--- config.mk ---
export PLATFORM = sky130hd
export DESIGN_NAME = prefetch_queue
export DESIGN_NICKNAME = d
export VERILOG_FILES = /design/src/rtl/prefetch_queue.sv
export SDC_FILE = /design/constraint.sdc
export NUM_CORES = 1
export LEC_CHECK = 0
export CAP_MARGIN = 20
export CORE_ASPECT_RATIO = 0.6
export CORE_MARGIN = 2
export CORE_UTILIZATION = 40
export CTS_CLUSTER_DIAMETER = 50
export DETAILED_ROUTE_END_ITERATION = 7
export SKIP_CTS_REPAIR_TIMING = 1
export SLEW_MARGIN = 20
export SYNTH_ARGS = -nofsm -noshare
export SYNTH_HDL_FRONTEND = slang
export SYNTH_SLANG_ARGS = --single-unit
--- constraint.sdc ---
create_clock -name clk -period 3.1 [get_ports clk]
set_clock_uncertainty 0.2 [all_clocks]
set_input_delay 0.775 -clock clk [delete_from_list [all_inputs] [get_ports clk]]
set_output_delay 0.775 -clock clk [all_outputs]
set_load 0.05 [all_outputs]
--- src/rtl/prefetch_queue.sv ---
// Instruction-byte prefetch queue: circular buffer with multi-entry head peek,
// variable-length pull, flush on redirect and registered error pulses.
module prefetch_queue #(
  parameter int unsigned DATA_W = 8,
  parameter int unsigned DEPTH  = 16,
  parameter int unsigned PEEK   = 3
) (
  input  logic                       clk,
  input  logic                       queue_reset,
  input  logic                       queue_flush,
  input  logic                       queue_push,
  input  logic [DATA_W-1:0]          queue_in,
  input  logic [1:0]                 queue_pull_len,
  output logic [PEEK*DATA_W-1:0]     queue_out,
  output logic [PEEK-1:0]            queue_valid,
  output logic [$clog2(DEPTH):0]     queue_count,
  output logic                       full,
  output logic                       empty,
  output logic                       push_drop,
  output logic                       pull_err
);

  localparam int unsigned PTR_W = $clog2(DEPTH);
  localparam int unsigned CNT_W = PTR_W + 1;

  logic [DATA_W-1:0] mem_q [DEPTH];
  logic [PTR_W-1:0]  rd_ptr_q, rd_ptr_d;
  logic [PTR_W-1:0]  wr_ptr_q, wr_ptr_d;
  logic [CNT_W-1:0]  count_q, count_d;
  logic              push_drop_q, push_drop_d;
  logic              pull_err_q, pull_err_d;
  logic              mem_we;
  logic              push_ok;
  logic              pull_ok;
  logic              pull_req;
  logic [CNT_W-1:0]  pull_len;

  assign full        = (count_q == CNT_W'(DEPTH));
  assign empty       = (count_q == '0);
  assign queue_count = count_q;
  assign push_drop   = push_drop_q;
  assign pull_err    = pull_err_q;

  // Next-state: flush discards everything and suppresses both error pulses.
  always_comb begin
    rd_ptr_d    = rd_ptr_q;
    wr_ptr_d    = wr_ptr_q;
    count_d     = count_q;
    push_drop_d = 1'b0;
    pull_err_d  = 1'b0;
    mem_we      = 1'b0;
    push_ok     = 1'b0;
    pull_ok     = 1'b0;
    pull_req    = (queue_pull_len != 2'd0);
    pull_len    = CNT_W'(queue_pull_len);
    if (queue_flush) begin
      rd_ptr_d = '0;
      wr_ptr_d = '0;
      count_d  = '0;
    end else begin
      pull_ok     = pull_req && (32'(queue_pull_len) <= PEEK) && (pull_len <= count_q);
      push_ok     = queue_push && !full;
      push_drop_d = queue_push && full;
      pull_err_d  = pull_req && !pull_ok;
      mem_we      = push_ok;
      if (push_ok) begin
        wr_ptr_d = wr_ptr_q + PTR_W'(1);
      end
      if (pull_ok) begin
        rd_ptr_d = rd_ptr_q + PTR_W'(queue_pull_len);
      end
      count_d = count_q + CNT_W'(push_ok) - (pull_ok ? pull_len : CNT_W'(0));
    end
  end

  always_ff @(posedge clk) begin
    if (queue_reset) begin
      rd_ptr_q    <= '0;
      wr_ptr_q    <= '0;
      count_q     <= '0;
      push_drop_q <= 1'b0;
      pull_err_q  <= 1'b0;
    end else begin
      rd_ptr_q    <= rd_ptr_d;
      wr_ptr_q    <= wr_ptr_d;
      count_q     <= count_d;
      push_drop_q <= push_drop_d;
      pull_err_q  <= pull_err_d;
    end
  end

  // Storage is never cleared; stale entries are masked by the valid logic below.
  always_ff @(posedge clk) begin
    if (mem_we && !queue_reset) begin
      mem_q[wr_ptr_q] <= queue_in;
    end
  end

  always_comb begin
    queue_out   = '0;
    queue_valid = '0;
    for (int unsigned i = 0; i < PEEK; i++) begin
      if (32'(count_q) > i) begin
        queue_valid[i]                = 1'b1;
        queue_out[i*DATA_W +: DATA_W] = mem_q[rd_ptr_q + PTR_W'(i)];
      end
    end
  end

endmodule

* Word-level counts from Yosys, hierarchy flattened *
Memory sizes are Yosys's and may differ from the RTL's. A register that Yosys moved wholly into a read port is not among the register bits.
Index checks and enable logic that the tools add are counted.

storage, ports and cells
  bits in registers = 15
  latch bits = 0
  RAM bits = 128
  memory bits (read-only) = 0
  word-level logic and storage cells = 40
  memories kept = 1

memories
  memory  depth  bits a word  read ports  clocked after Yosys merged registers in  write ports  RTL line  source
  mem_q   16     8            3           1                                        1            26        logic [DATA_W-1:0] mem_q [DEPTH];

cells by class
  $add $sub $neg = 6
  multipliers = 0
  div/mod/pow operators = 0
  $lt $le $gt $ge = 4
  eq/ne operators = 1
  shifts and indexed selects = 0
  muxes and demuxes = 12
  bitwise logic cells = 0
  reductions and logical operators = 11

operators by type and width
  kind                                                                             number
  8-bit two-way mux                                                                3
  5-bit by 1-bit greater-than comparator with 1-bit output, second input constant  2
  4-bit by 1-bit adder with 4-bit output, second input constant                    2
  4-bit two-way mux                                                                2
  1-bit two-way mux                                                                6
  5-bit by 1-bit adder with 5-bit output                                           1
  5-bit equality test, second input constant                                       1
  5-bit by 2-bit greater-than comparator with 1-bit output, second input constant  1
  2-bit by 5-bit <= comparator with 1-bit output                                   1
  1-bit logical AND                                                                5
  5-bit zero test                                                                  1
  5-bit by 2-bit subtractor with 5-bit output                                      1
  4-bit by 2-bit adder with 4-bit output                                           1
  4-bit by 2-bit adder with 4-bit output, second input constant                    1
  1-bit zero test                                                                  3
  2-bit two-way mux                                                                1
  2-bit nonzero test                                                               1
  2-bit OR reduction                                                               1

* Logic depth before layout (Yosys ltp) *
  depth in word-level cells = 7
  depth in mapped cells = 15
  depth with buffers taken out = 14

* Worst setup path before layout *
OpenSTA, ideal clock, no wires.

  kind = register to output
  start point = register count_q[2] (netlist: queue_count[2])
  end point = output queue_out[16]
  data arrival time = 3.310 ns
  slack = -1.185 ns
  stages on the path, launching flop included = 7
  buffers on the path = 0
  path through = dfxtp_1 -> inv_1 -> ha_1 -> nor3b_1 -> a21oi_1 -> nand2_1 -> o22ai_1

between the ends
  longest elaborated chain between the ends = 2

RTL lines
  item                                                      RTL line  source
  start, declared                                           29        logic [CNT_W-1:0] count_q, count_d;
  start signal, assigned                                    86        count_q <= count_d;
  5-bit by 2-bit greater-than comparator with 1-bit output  103       if (32'(count_q) > i) begin
  8-bit two-way mux                                         103
  end, declared                                             14        output logic [PEEK*DATA_W-1:0] queue_out,

Every way passes these cells.

* Worst setup path after layout *
  start point = register rd_ptr_q[1]
  end point = output queue_out[11]

between the ends
  longest elaborated chain between the ends = 3

RTL lines
  item                                    RTL line  source
  start, declared                         27        logic [PTR_W-1:0] rd_ptr_q, rd_ptr_d;
  start signal, assigned                  84        rd_ptr_q <= rd_ptr_d;
  4-bit by 1-bit adder with 4-bit output  105       queue_out[i*DATA_W +: DATA_W] = mem_q[rd_ptr_q + PTR_W'(i)];
  memory 16 x 8 bit                       n/a
  8-bit two-way mux                       103

Every way passes these cells.

==> impl_metrics.tcl <==
set metrics [dict create \
    area_growth_pct 41.5 \
    hold_path.class "reg2reg" \
    antenna_found_initial 1 \
    pre_cts_slack_ns -0.591 \
    synth_fa_ha_area_share_pct 3.25 \
    drt-pass1-iter-count 5 \
    synth_top_area_share_pct 47.1 \
    min_from "wr_ptr_q[1]" \
    timing.critical_path.buf_inv 2 \
    placed_cell_area_um2 9730 \
    floorplan.initialDensity_pct 40.8 \
    fin_crit_ns 3.42 \
    cts.htree.levels 4 \
    dieWidth_um 188 \
    hpwl_mm 14.8 \
    synth.most_common_cell "edfxtp_1" \
    worst_setup_path_end_kind "output port" \
    yosysSeqAreaShare_pct 51.8 \
    async_reset_ff_share_pct 0 \
    wl_per_cell_um 27.9 \
    die_y_um 115 \
    synth_top_area_cell "edfxtp_1" \
    violations "negative setup slack" \
    die_area_um2 21600 \
    n_antenna_cell 0 \
    arrival_ns 2.45 \
    final_nets 638 \
    layoutNonFillerInstCount 890 \
    synth_simple_gate_area_share_pct 4.19 \
    synth_compound_area_share_pct 3.39 \
    clock_path_buffers 2 \
    cp_max_fo 7 \
    required_ns 2.12 \
    clock.fmax_mhz 292 \
    rsz0062_at_grt "true" \
    avgSynthCellArea_um2 16.8 \
    power.density_nw_per_um2 846 \
    synthesis.area_um2 8160 \
    vias_per_cell 6.12 \
    grt_pass1_wl_mm 32.4 \
    synth_edf_count 128 \
    cp_top_family "multiplexers" \
    clk_pin_slew_ns 0.07 \
    tns_ns -3.46 \
    grt_use_total_pct 21.0 \
    ys_warn_count 0 \
    fin_ws_ns -0.322 \
    grt_pass1_vias 5236 \
    drive_gt1_share_pct 56.2 \
    tightestPinTransition_ns 0.684 \
    fin_crit_sh_pct 110 \
    drc_errors 0 \
    worstSetupStartpointType "flop" \
    p_leak_nw 3.77 \
    synth_flop_cell "edfxtp_1" \
    drtIter0Drc 771 \
    ant_nets 0 \
    rr_startpoint "queue_count[1]" \
    rows 40 \
    synthXorXnorAreaFrac_pct 0.981 \
    synth.distinct_cells 43 \
    max_slew_margin_pct 54.2 \
    grt-ovfl-total 0 \
    syn_nets 519 \
    crit_path_start "rd_ptr_q[1]" \
    num_vias 5449 \
    fin_area_um2 11500 \
    vdd_drop_max_v 0.000593 \
    grt_max_degree 41 \
    globalplace.congestion 0.848 \
    synthTopCellsByCount "128 x edfxtp_1, 96 x mux4_2, 48 x mux2i_1" \
    clock-sinks 147 \
    crit_path_top_delay_cell "mux4_2" \
    finalCoreUtilization_pct 57.7 \
    drv_slew 0 \
    io_pins 50 \
    clkLatencyLatePin_ns 0.42 \
    synth_area_leaders "edfxtp_1 47%, mux4_2 26%, mux2i_1 5.9%" \
    cts_tree "built" \
    placedCellCount 816 \
    slowest_delay_ns 0.53 \
    io_buffers 49 \
    outcome "complete, but fails checks" \
    path_cells "ha_4, clkbuf_16, mux4_2, mux2i_1, o22ai_2, buf_12" \
    ys_ff_latch 147 \
    setup_viol 17 \
    drv_cap 0 \
    cts_root_buf "clkbuf_16" \
    finalHoldViolations 0 \
    core_um2 20000 \
    wl_mm 24.8 \
    crit_type "reg2out" \
    cts_inserted_buffers 17 \
    synth_top_family_by_area "multiplexers" \
    synthCells 485 \
    synthMuxAreaShare_pct 32.4 \
]
## registers in the layout (all words and copies together) (netlist names), named ones only
| name | cells |
|---|---|
| mem_q | 128 |
| queue_count | 5 |
| push_drop | 1 |
| wr_ptr_q | 4 |
| rd_ptr_q | 4 |
| pull_err | 1 |
## tightest hold or removal path, delay by kind of cell, from the launching register on
kind	cells	cell delay, ns
flops	1	0.36
simple gates	1	0.08
compound gates	1	0.06
## logic make-up (layout without fill, tap and decap cells)
kind of cell	Yosys count	in the layout
flip-flops	147	147
multiplexers	144	144
AND/OR/NAND/NOR	67	67
buffers and inverters	56	188
AO/OA/AOI/OAI	44	44
adder cells (fa/ha/maj)	20	20
XOR/XNOR	7	7
## worst paths after layout
kind                    endpoint  slack, ns  depth (start not counted)
hold / removal       wr_ptr_q[1]       0.34                          2
hold reg to reg      wr_ptr_q[1]       0.34                          2
setup / recovery   queue_out[11]      -0.32                          6
setup reg to reg  queue_count[4]       0.18                         14
## area by class of cell
type                       instances  area [um^2]
sequential                       147         4240
tap                              273          342
inverter                          22         82.6
fill                            1502         8480
multi-input combinational        282         4490
clock inverter                    13          126
timing repair buffer             134         1830
clock buffer                      19          433
## stage by stage
step	hold WS (ns)	power [mW]
after floorplan	0.281	5.20
after global placement	0.304	6.84
after detailed placement	0.327	6.87
after CTS	0.336	8.86
after global routing	0.375	10.1
final	0.337	9.76
## power by group
part           internal (mW)  leakage [nW]  total (mW)  switching, mW
registers               2.20          1.31        2.28         0.0734
clock network           1.12         0.261        2.00          0.880
logic                   2.62          2.20        5.49           2.87
## placed cells by master (no fill, tap or decap), types with 4 or more instances in the layout
cell,Yosys,routed
inv_6,0,4
dfxtp_1,19,11
nand2_1,15,12
mux2i_4,0,31
edfxtp_1,128,128
nor2_1,20,20
clkdlybuf4s50_1,0,18
nor3_1,6,6
buf_12,0,39
nand2b_1,6,4
o22ai_4,0,17
o22ai_2,0,7
nand3_1,4,4
a21oi_1,11,8
clkbuf_16,0,28
inv_1,22,17
buf_6,9,16
dfxtp_4,0,4
mux2i_2,0,10
dfxtp_2,0,4
mux4_2,96,96
inv_2,0,5
mux2i_1,48,7
buf_4,3,46
clkinvlp_4,0,4
ha_4,0,6
ha_1,18,12
## routing by layer
metal	GRT usage [%]	vias up	part of all wire, %
li1	-	2263	-
met1	29.8	2838	41
met3	6.22	29	11
met5	0	-	0.052
met4	4.38	2	1.3
met2	32.3	317	46
No activity file was read; power rests on OpenSTA's default activity.
